## src/rtl/tinymips_pkg.sv

```systemverilog
// Shared types and constants for the tinymips memory arbiter.
package tinymips_pkg;

  // Default read latency of the shared memory, in cycles (legal 1..4).
  localparam int unsigned MemLatDefault = 1;

  // Width of the WAIT down-counter; holds MEM_LAT-1 for MEM_LAT up to 4.
  localparam int unsigned CntW = 2;

  // Arbiter FSM state encoding.
  typedef enum logic [1:0] {
    StIdle  = 2'd0,
    StIssue = 2'd1,
    StWait  = 2'd2,
    StResp  = 2'd3
  } arb_state_e;

  // Requester identity.
  typedef enum logic {
    IdCpu  = 1'b0,
    IdHost = 1'b1
  } req_id_e;

  // The requester that is not the given one.
  function automatic req_id_e other_id(input req_id_e id);
    return (id == IdCpu) ? IdHost : IdCpu;
  endfunction

endpackage

```

## src/rtl/rr_arb2.sv

```systemverilog
// Combinational two-way round-robin picker: on a tie the requester that was
// not granted most recently wins; a lone requester always wins.
module rr_arb2
  import tinymips_pkg::*;
(
  input  logic    req_cpu,
  input  logic    req_host,
  input  req_id_e last_gnt,
  output req_id_e winner,
  output logic    valid
);

  // Pick the winner from the two requests and the last-grant history.
  always_comb begin
    valid  = req_cpu | req_host;
    winner = IdCpu;
    if (req_cpu && req_host) begin
      winner = other_id(last_gnt);
    end else if (req_host) begin
      winner = IdHost;
    end
  end

endmodule

```

## src/rtl/mem_arbiter.sv

```systemverilog
// Arbitrates a CPU and a loader/debug host onto one shared memory port.
// Every output is a register written by the FSM, so no combinational path
// runs from a requester to the memory port.
module mem_arbiter
  import tinymips_pkg::*;
#(
  parameter int unsigned AW      = 8,
  parameter int unsigned DW      = 8,
  parameter int unsigned MEM_LAT = MemLatDefault
) (
  input  logic          clk,
  input  logic          rst,

  input  logic          cpu_req,
  input  logic          cpu_we,
  input  logic [AW-1:0] cpu_addr,
  input  logic [DW-1:0] cpu_wdata,
  output logic          cpu_gnt,
  output logic          cpu_rvalid,
  output logic [DW-1:0] cpu_rdata,

  input  logic          host_req,
  input  logic          host_we,
  input  logic [AW-1:0] host_addr,
  input  logic [DW-1:0] host_wdata,
  output logic          host_gnt,
  output logic          host_rvalid,
  output logic [DW-1:0] host_rdata,

  output logic          mem_en,
  output logic          mem_we,
  output logic [AW-1:0] mem_addr,
  output logic [DW-1:0] mem_wdata,
  input  logic [DW-1:0] mem_rdata
);

  arb_state_e      state_q;
  logic [CntW-1:0] cnt_q;
  req_id_e         last_gnt_q;
  req_id_e         txn_id_q;
  logic            txn_we_q;

  req_id_e         pick_id;
  logic            pick_valid;
  logic            sel_we;
  logic [AW-1:0]   sel_addr;
  logic [DW-1:0]   sel_wdata;

  rr_arb2 u_rr_arb2 (
    .req_cpu  (cpu_req),
    .req_host (host_req),
    .last_gnt (last_gnt_q),
    .winner   (pick_id),
    .valid    (pick_valid)
  );

  // Route the winner's command fields towards the latch.
  always_comb begin
    sel_we    = cpu_we;
    sel_addr  = cpu_addr;
    sel_wdata = cpu_wdata;
    if (pick_id == IdHost) begin
      sel_we    = host_we;
      sel_addr  = host_addr;
      sel_wdata = host_wdata;
    end
  end

  // Arbiter FSM with registered outputs; mem_addr/mem_wdata double as the
  // latched command and hold their value between transactions.
  always_ff @(posedge clk) begin
    if (!rst) begin
      state_q     <= StIdle;
      cnt_q       <= '0;
      last_gnt_q  <= IdHost;
      txn_id_q    <= IdCpu;
      txn_we_q    <= 1'b0;
      cpu_gnt     <= 1'b0;
      host_gnt    <= 1'b0;
      cpu_rvalid  <= 1'b0;
      host_rvalid <= 1'b0;
      cpu_rdata   <= '0;
      host_rdata  <= '0;
      mem_en      <= 1'b0;
      mem_we      <= 1'b0;
      mem_addr    <= '0;
      mem_wdata   <= '0;
    end else begin
      // Pulse outputs default low; only one state raises each of them.
      cpu_gnt     <= 1'b0;
      host_gnt    <= 1'b0;
      cpu_rvalid  <= 1'b0;
      host_rvalid <= 1'b0;
      mem_en      <= 1'b0;
      mem_we      <= 1'b0;
      unique case (state_q)
        StIdle: begin
          if (pick_valid) begin
            state_q   <= StIssue;
            txn_id_q  <= pick_id;
            txn_we_q  <= sel_we;
            mem_en    <= 1'b1;
            mem_we    <= sel_we;
            mem_addr  <= sel_addr;
            mem_wdata <= sel_wdata;
            cpu_gnt   <= (pick_id == IdCpu);
            host_gnt  <= (pick_id == IdHost);
          end
        end
        StIssue: begin
          last_gnt_q <= txn_id_q;
          if (txn_we_q) begin
            state_q <= StIdle;
          end else begin
            state_q <= StWait;
            cnt_q   <= CntW'(MEM_LAT - 1);
          end
        end
        StWait: begin
          if (cnt_q == '0) begin
            state_q <= StResp;
            if (txn_id_q == IdCpu) begin
              cpu_rdata  <= mem_rdata;
              cpu_rvalid <= 1'b1;
            end else begin
              host_rdata  <= mem_rdata;
              host_rvalid <= 1'b1;
            end
          end else begin
            cnt_q <= cnt_q - 1'b1;
          end
        end
        StResp: begin
          state_q <= StIdle;
        end
        default: begin
          state_q <= StIdle;
        end
      endcase
    end
  end

endmodule
```

## config.mk

```make
export PLATFORM = sky130hd
export DESIGN_NAME = mem_arbiter
export DESIGN_NICKNAME = d
export VERILOG_FILES = /design/src/rtl/tinymips_pkg.sv /design/src/rtl/rr_arb2.sv /design/src/rtl/mem_arbiter.sv
export SDC_FILE = /design/constraint.sdc
export NUM_CORES = 1
export LEC_CHECK = 0
export ABC_AREA = 1
export BUFFER_PORTS_ARGS = -buffer_cell sky130_fd_sc_hd__buf_2
export CAP_MARGIN = 25
export CELL_PAD_IN_SITES_DETAIL_PLACEMENT = 1
export CELL_PAD_IN_SITES_GLOBAL_PLACEMENT = 1
export CORE_UTILIZATION = 36
export DETAILED_ROUTE_END_ITERATION = 10
export PLACE_DENSITY_LB_ADDON = 0.12
export SLEW_MARGIN = 20
export SYNTH_ARGS = -nofsm -noshare
export SYNTH_HDL_FRONTEND = slang
export SYNTH_SLANG_ARGS = --single-unit
```

## constraint.sdc

```tcl
create_clock -name clk -period 2.6 [get_ports clk]
set_input_delay 0.39 -clock clk [delete_from_list [all_inputs] [get_ports clk]]
set_output_delay 0.39 -clock clk [all_outputs]
set_load 0.01 [all_outputs]
```

Word level (Yosys, flattened, before mapping)
Index checks and enable logic that the tools add are counted.
- add/sub/neg operators: 1
- multiply operators: 0
- div/mod/pow operators: 0
- order comparisons: 0
- eq/ne operators: 7
- shifts and indexed selects: 0
- multiplexer cells: 16
- bitwise logic cells: 3
- reduce and logical (&&, ||, !) cells: 12
- operators with widths (cell ; number):
    $mux W8 ; 2
    $reduce_and A3 Y1 ; 5
    $mux W2 ; 5
    $ne A2 B2 Y1 const B ; 4
    $pmux W2 S4 ; 1
    $mux W1 ; 7
    $reduce_and A2 Y1 ; 3
    $eq A2 B2 Y1 const B ; 2
    $logic_not A2 Y1 ; 2
    $pmux W2 S2 ; 1
    $eq A2 B1 Y1 const B ; 1
    $not A1 Y1 ; 2
    $reduce_bool A2 Y1 ; 1
    $sub A2 B1 Y2 const B ; 1
    $logic_and A1 B1 Y1 ; 1
    $or A1 B1 Y1 ; 1
- register bits: 45
- bits in latches: 0
- bits in writable memories: 0
- ROM bits: 0
- bits of input ports: 46
- output and inout bits: 38
- memories: 0

Longest topological paths before layout
- depth in word-level cells: 3
- gate-level depth with buffers: 7
- gate-level depth less buffers: 7

Hierarchy
From an unflattened synthesis, not the netlist that was laid out.
- cells, all modules: 267
- area total of the unflattened synthesis: 1876.8 um^2
- by module, submodules not included (module ; instances ; cells each ; area an instance (um^2) ; seq. area each (um^2)):
    mem_arbiter ; 1 ; 264 ; 1861.8 ; 900.9
    rr_arb2 ; 1 ; 3 ; 15.0 ; 0.0

Worst setup path after synthesis
OpenSTA, ideal clock, no wires.
- path type: register to register
- start: reg cnt_q[0]
- end: reg cnt_q[0]
- library setup time: 0.116 ns
- data arrival time: 1.039 ns
- required time: 2.484 ns
- path slack: 1.445 ns
- stages on the path, launching flop included: 7
- path buffers: 0
- period minus slack after synthesis: 1.155 ns
- cells stage by stage: dfxtp_1 inv_1 ha_1 inv_2 nand3_1 a21oi_1 nor2_1
- longest elaborated chain between the ends: 3
- ends and longest elaborated chain (item ; line ; RTL):
    start, declared ; mem_arbiter.sv:38 ; logic [CntW-1:0] cnt_q;
    start signal, assigned ; mem_arbiter.sv:116 ; cnt_q <= CntW'(MEM_LAT - 1);
    start signal, assigned ; mem_arbiter.sv:130 ; cnt_q <= cnt_q - 1'b1;
    $sub A2 B1 Y2 or $logic_not A2 Y1 (tied branches) ; mem_arbiter.sv:130, mem_arbiter.sv:120 ;
    $mux W2 or $ne A2 B2 Y1 (tied branches) ; - ;
    $pmux W2 S2 or $reduce_and A3 Y1 (tied branches) ; - ;
Parallel ways exist; a longest one is shown, timed or not. The select of a mux whose other input is x is not followed.
A chain may end at the register's enable or synchronous reset.

Final worst setup path
- start: reg state_q[0]
- end: reg mem_we
- longest elaborated chain between the ends: 2
- ends and longest elaborated chain (item ; line ; RTL):
    start, declared ; mem_arbiter.sv:37 ; arb_state_e state_q;
    start signal, assigned ; mem_arbiter.sv:73 ; state_q <= StIdle;
    start signal, assigned ; mem_arbiter.sv:99 ; state_q <= StIssue;
    start signal, assigned ; mem_arbiter.sv:113 ; state_q <= StIdle;
    $logic_not A2 Y1 ; mem_arbiter.sv:96 ; unique case (state_q)
    $reduce_and A3 Y1 (no source line) ; - ;
    end signal, assigned ; mem_arbiter.sv:103 ; mem_we <= sel_we;
    end, declared ; mem_arbiter.sv:31 ; output logic mem_we,
No other way between the ends.

==> qor.txt <==
Die X -> 77.73 um
Core area -> 0.005507 mm2
Worst Max-Slew Pin Slew -> 0.6514 ns
Syn_nets -> 319
Slew HR -> 56.58%
Initial core utilization -> 37.49%
Grt ovf -> 0
IO Count -> 84
Cells after Synth -> 272
Total Nets Final -> 395
Vias/cell -> 4.637
Post-synthesis mux area share -> 0%
Slowest cell on the critical path -> nor2_8
Static Leak -> 1.320 nW
Seq/Total Area, Yosys -> 43.64%
Die Area -> 0.006041 mm2
Sum Neg Setup Slack -> 0 ns
GRT Util Overall -> 17.63%
Worst Hold Class -> in -> reg
Place WS -> 1.060 ns
Synthesized cell area -> 0.002064 mm2
RePlAce Congestion -> 0.7048
Share of layout cells above drive strength 1 -> 30.37%
Post-synthesis simple-gate area fraction -> 32.36%
Final core area utilization -> 46.22%
Root Buffer -> clkbuf_8
Final Instance Area -> 0.002545 mm2
Period minus WS final -> 1.347 ns
CP Class -> reg -> reg
Syn avg cell area -> 7.590 um2
1st-iter DRT viols -> 39
Worst Path Arrival -> 1.58 ns
Critical Path RT -> 2.84 ns
Xor/xnor share of the synthesized area -> 0%
Reg clk slew, reported paths -> 0.08 ns
First-pass GRT wire length -> 8493 um
Synthesis Warnings -> 0
Area growth, synth to finish -> 23.27%
CTS tree -> done
Power per cell area -> 688.0 mW/mm2
Filler Cells Inserted -> 762
Total setup buffers inserted after CTS -> 0
H-tree depth -> 2
Pre-antenna DRT Iters -> 4
RSZ-0062 raised after global routing -> no
DRC errors left -> 0
Row count -> 27
Buf+Inv Stages, Crit Path -> 3
Clock skew -> 0.004120 ns
Hold WS -> 0.3605 ns
CP Capture Type -> flop
Final WS setup -> 1.253 ns
Deepest clock path buffer count -> 2
Worst-Skew Late Latency -> 0.29 ns
Hold Violations, Final -> 0
Synth Area in Compound Gates -> 13.82%
DP HPWL -> 3693 um
Main combinational cell family by area after synthesis -> simple AND/OR/NAND/NOR gates
Crit path max fanout -> 33
Vias -> 1952
Initial antenna violation count -> 0
Fin crit share -> 51.81%
Number of CTS-inserted buffers -> 5
Setup violations, final -> 0
WL final -> 4988 um
Critical path, cell by cell -> inv_2, nand2_2, nor2_8, nand2_2, inv_1, nand2_1, inv_1
Routed Antenna Nets -> 0
Synth Area in Adders -> 0.6061%
Maximum clock rate -> 0.7424 GHz
WL/cell -> 11.85 um
IO Port Bufs -> 83
Vias in the first global route -> 1920
Count of cell types in the netlist -> 22
Most common cell after layout, fill and taps aside -> buf_2
Outcome -> completed
Pin count of the biggest net entering global routing -> 39
Hold Buf Count CTS -> 0
Number of max-cap violations -> 0
Diodes inserted -> 0
Worst VDD drop -> 0.1897 mV
Crit path max-delay family -> simple AND/OR/NAND/NOR gates
Synthesis-stage register bit count -> 45
Slowest stage delay, CP -> 0.35 ns
Post-cts sizing count -> 0
Placed inst area -> 0.002462 mm2
CTS sink cnt -> 45
Fin. max-slew vios -> 0
Startpoint types -> flop
Commonest non-fill, non-tap cells in the layout -> 83 x buf_2, 60 x nor2_1, 45 x dfxtp_1, 32 x nand2_1, 28 x nand3_1
Die Span Y -> 77.73 um
[routing by layer]
metal  track usage (%)  share of wire, %  up-vias
met1             19.88                45      866
li1                  -                 -     1027
met4             4.528              0.68        0
met5                 0                 0        -
met3             5.412               6.6        4
met2             31.95                48       55
[cell type report]
cell class,instances,area [um2],share of cell area (%)
multi-input cells,190,965.9,37.95
flip-flops and latches,45,900.9,35.40
repair buffers,84,422.9,16.62
well taps,72,90.09,3.540
inverters,22,82.58,3.245
clock buffers,6,72.57,2.852
clock inverters,2,10.01,0.3933
[registers in the layout (all words and copies together) (netlist names), named ones only]
register	count
mem_en	1
last_gnt_q	1
host_rdata	8
host_rvalid	1
cnt_q	2
host_gnt	1
state_q	1
txn_id_q	1
cpu_rvalid	1
mem_we	1
cpu_gnt	1
mem_addr	8
cpu_rdata	8
mem_wdata	8
txn_we_q	1
[per-stage QoR]
stage	std cells	total power [mW]
after floorplan	272	1.222
after global placement	413	1.353
after detailed placement	413	1.366
after CTS	421	1.783
after global routing	421	1.884
final	421	1.751
[where the power goes]
group | switching, mW | leakage (nW) | total (mW) | internal [mW]
clock | 0.224 | 0.0450 | 0.411 | 0.187
combinational | 0.318 | 0.906 | 0.502 | 0.184
sequential | 0.0512 | 0.369 | 0.838 | 0.787
total | 0.593 | 1.32 | 1.75 | 1.16
[final timing paths]
path	start	slack (ns)	endpoint	depth (start not counted)
hold / removal	mem_rdata[6]	0.36	host_rdata[6]$_SDFFE_PN0P_	3
setup reg to reg	state_q[0]$_SDFFE_PN0P_	1.25	mem_we$_SDFF_PN0_	7
hold reg to reg	txn_we_q$_SDFFE_PN0P_	0.47	txn_we_q$_SDFFE_PN0P_	2
setup / recovery	state_q[0]$_SDFFE_PN0P_	1.25	mem_we$_SDFF_PN0_	7
[synth_stat cells]
library cell | n | area, um2
a21boi_0 | 9 | 67.56
a21boi_1 | 7 | 52.55
a21oi_1 | 5 | 25.02
buf_2 | 5 | 25.02
buf_6 | 7 | 78.83
clkbuf_1 | 3 | 11.26
dfxtp_1 | 45 | 900.9
ha_1 | 1 | 12.51
inv_1 | 18 | 67.56
inv_2 | 4 | 15.01
nand2_1 | 32 | 120.1
nand2_2 | 4 | 25.02
nand2_4 | 2 | 22.52
nand3_1 | 28 | 140.1
nand3b_1 | 1 | 7.510
nor2_1 | 60 | 225.2
nor2_4 | 1 | 11.26
nor2_8 | 3 | 60.06
nor3_1 | 8 | 40.04
nor3_4 | 1 | 16.27
o21ai_0 | 20 | 100.1
o21ai_1 | 8 | 40.04
[logic make-up (layout without fill, tap and decap cells)]
family	Yosys count	after routing
AO/OA/AOI/OAI	49	49
adder cells (fa/ha/maj)	1	1
buffers and inverters	37	114
flip-flops	45	45
AND/OR/NAND/NOR	140	140
[worst reg2reg max path: cells and delay by family, from the launching register on]
kind          cells  cell delay, ns
simple gates      4            0.68
flops             1            0.34
buf+inv           3            0.27
(Power assumes the default switching activity.)
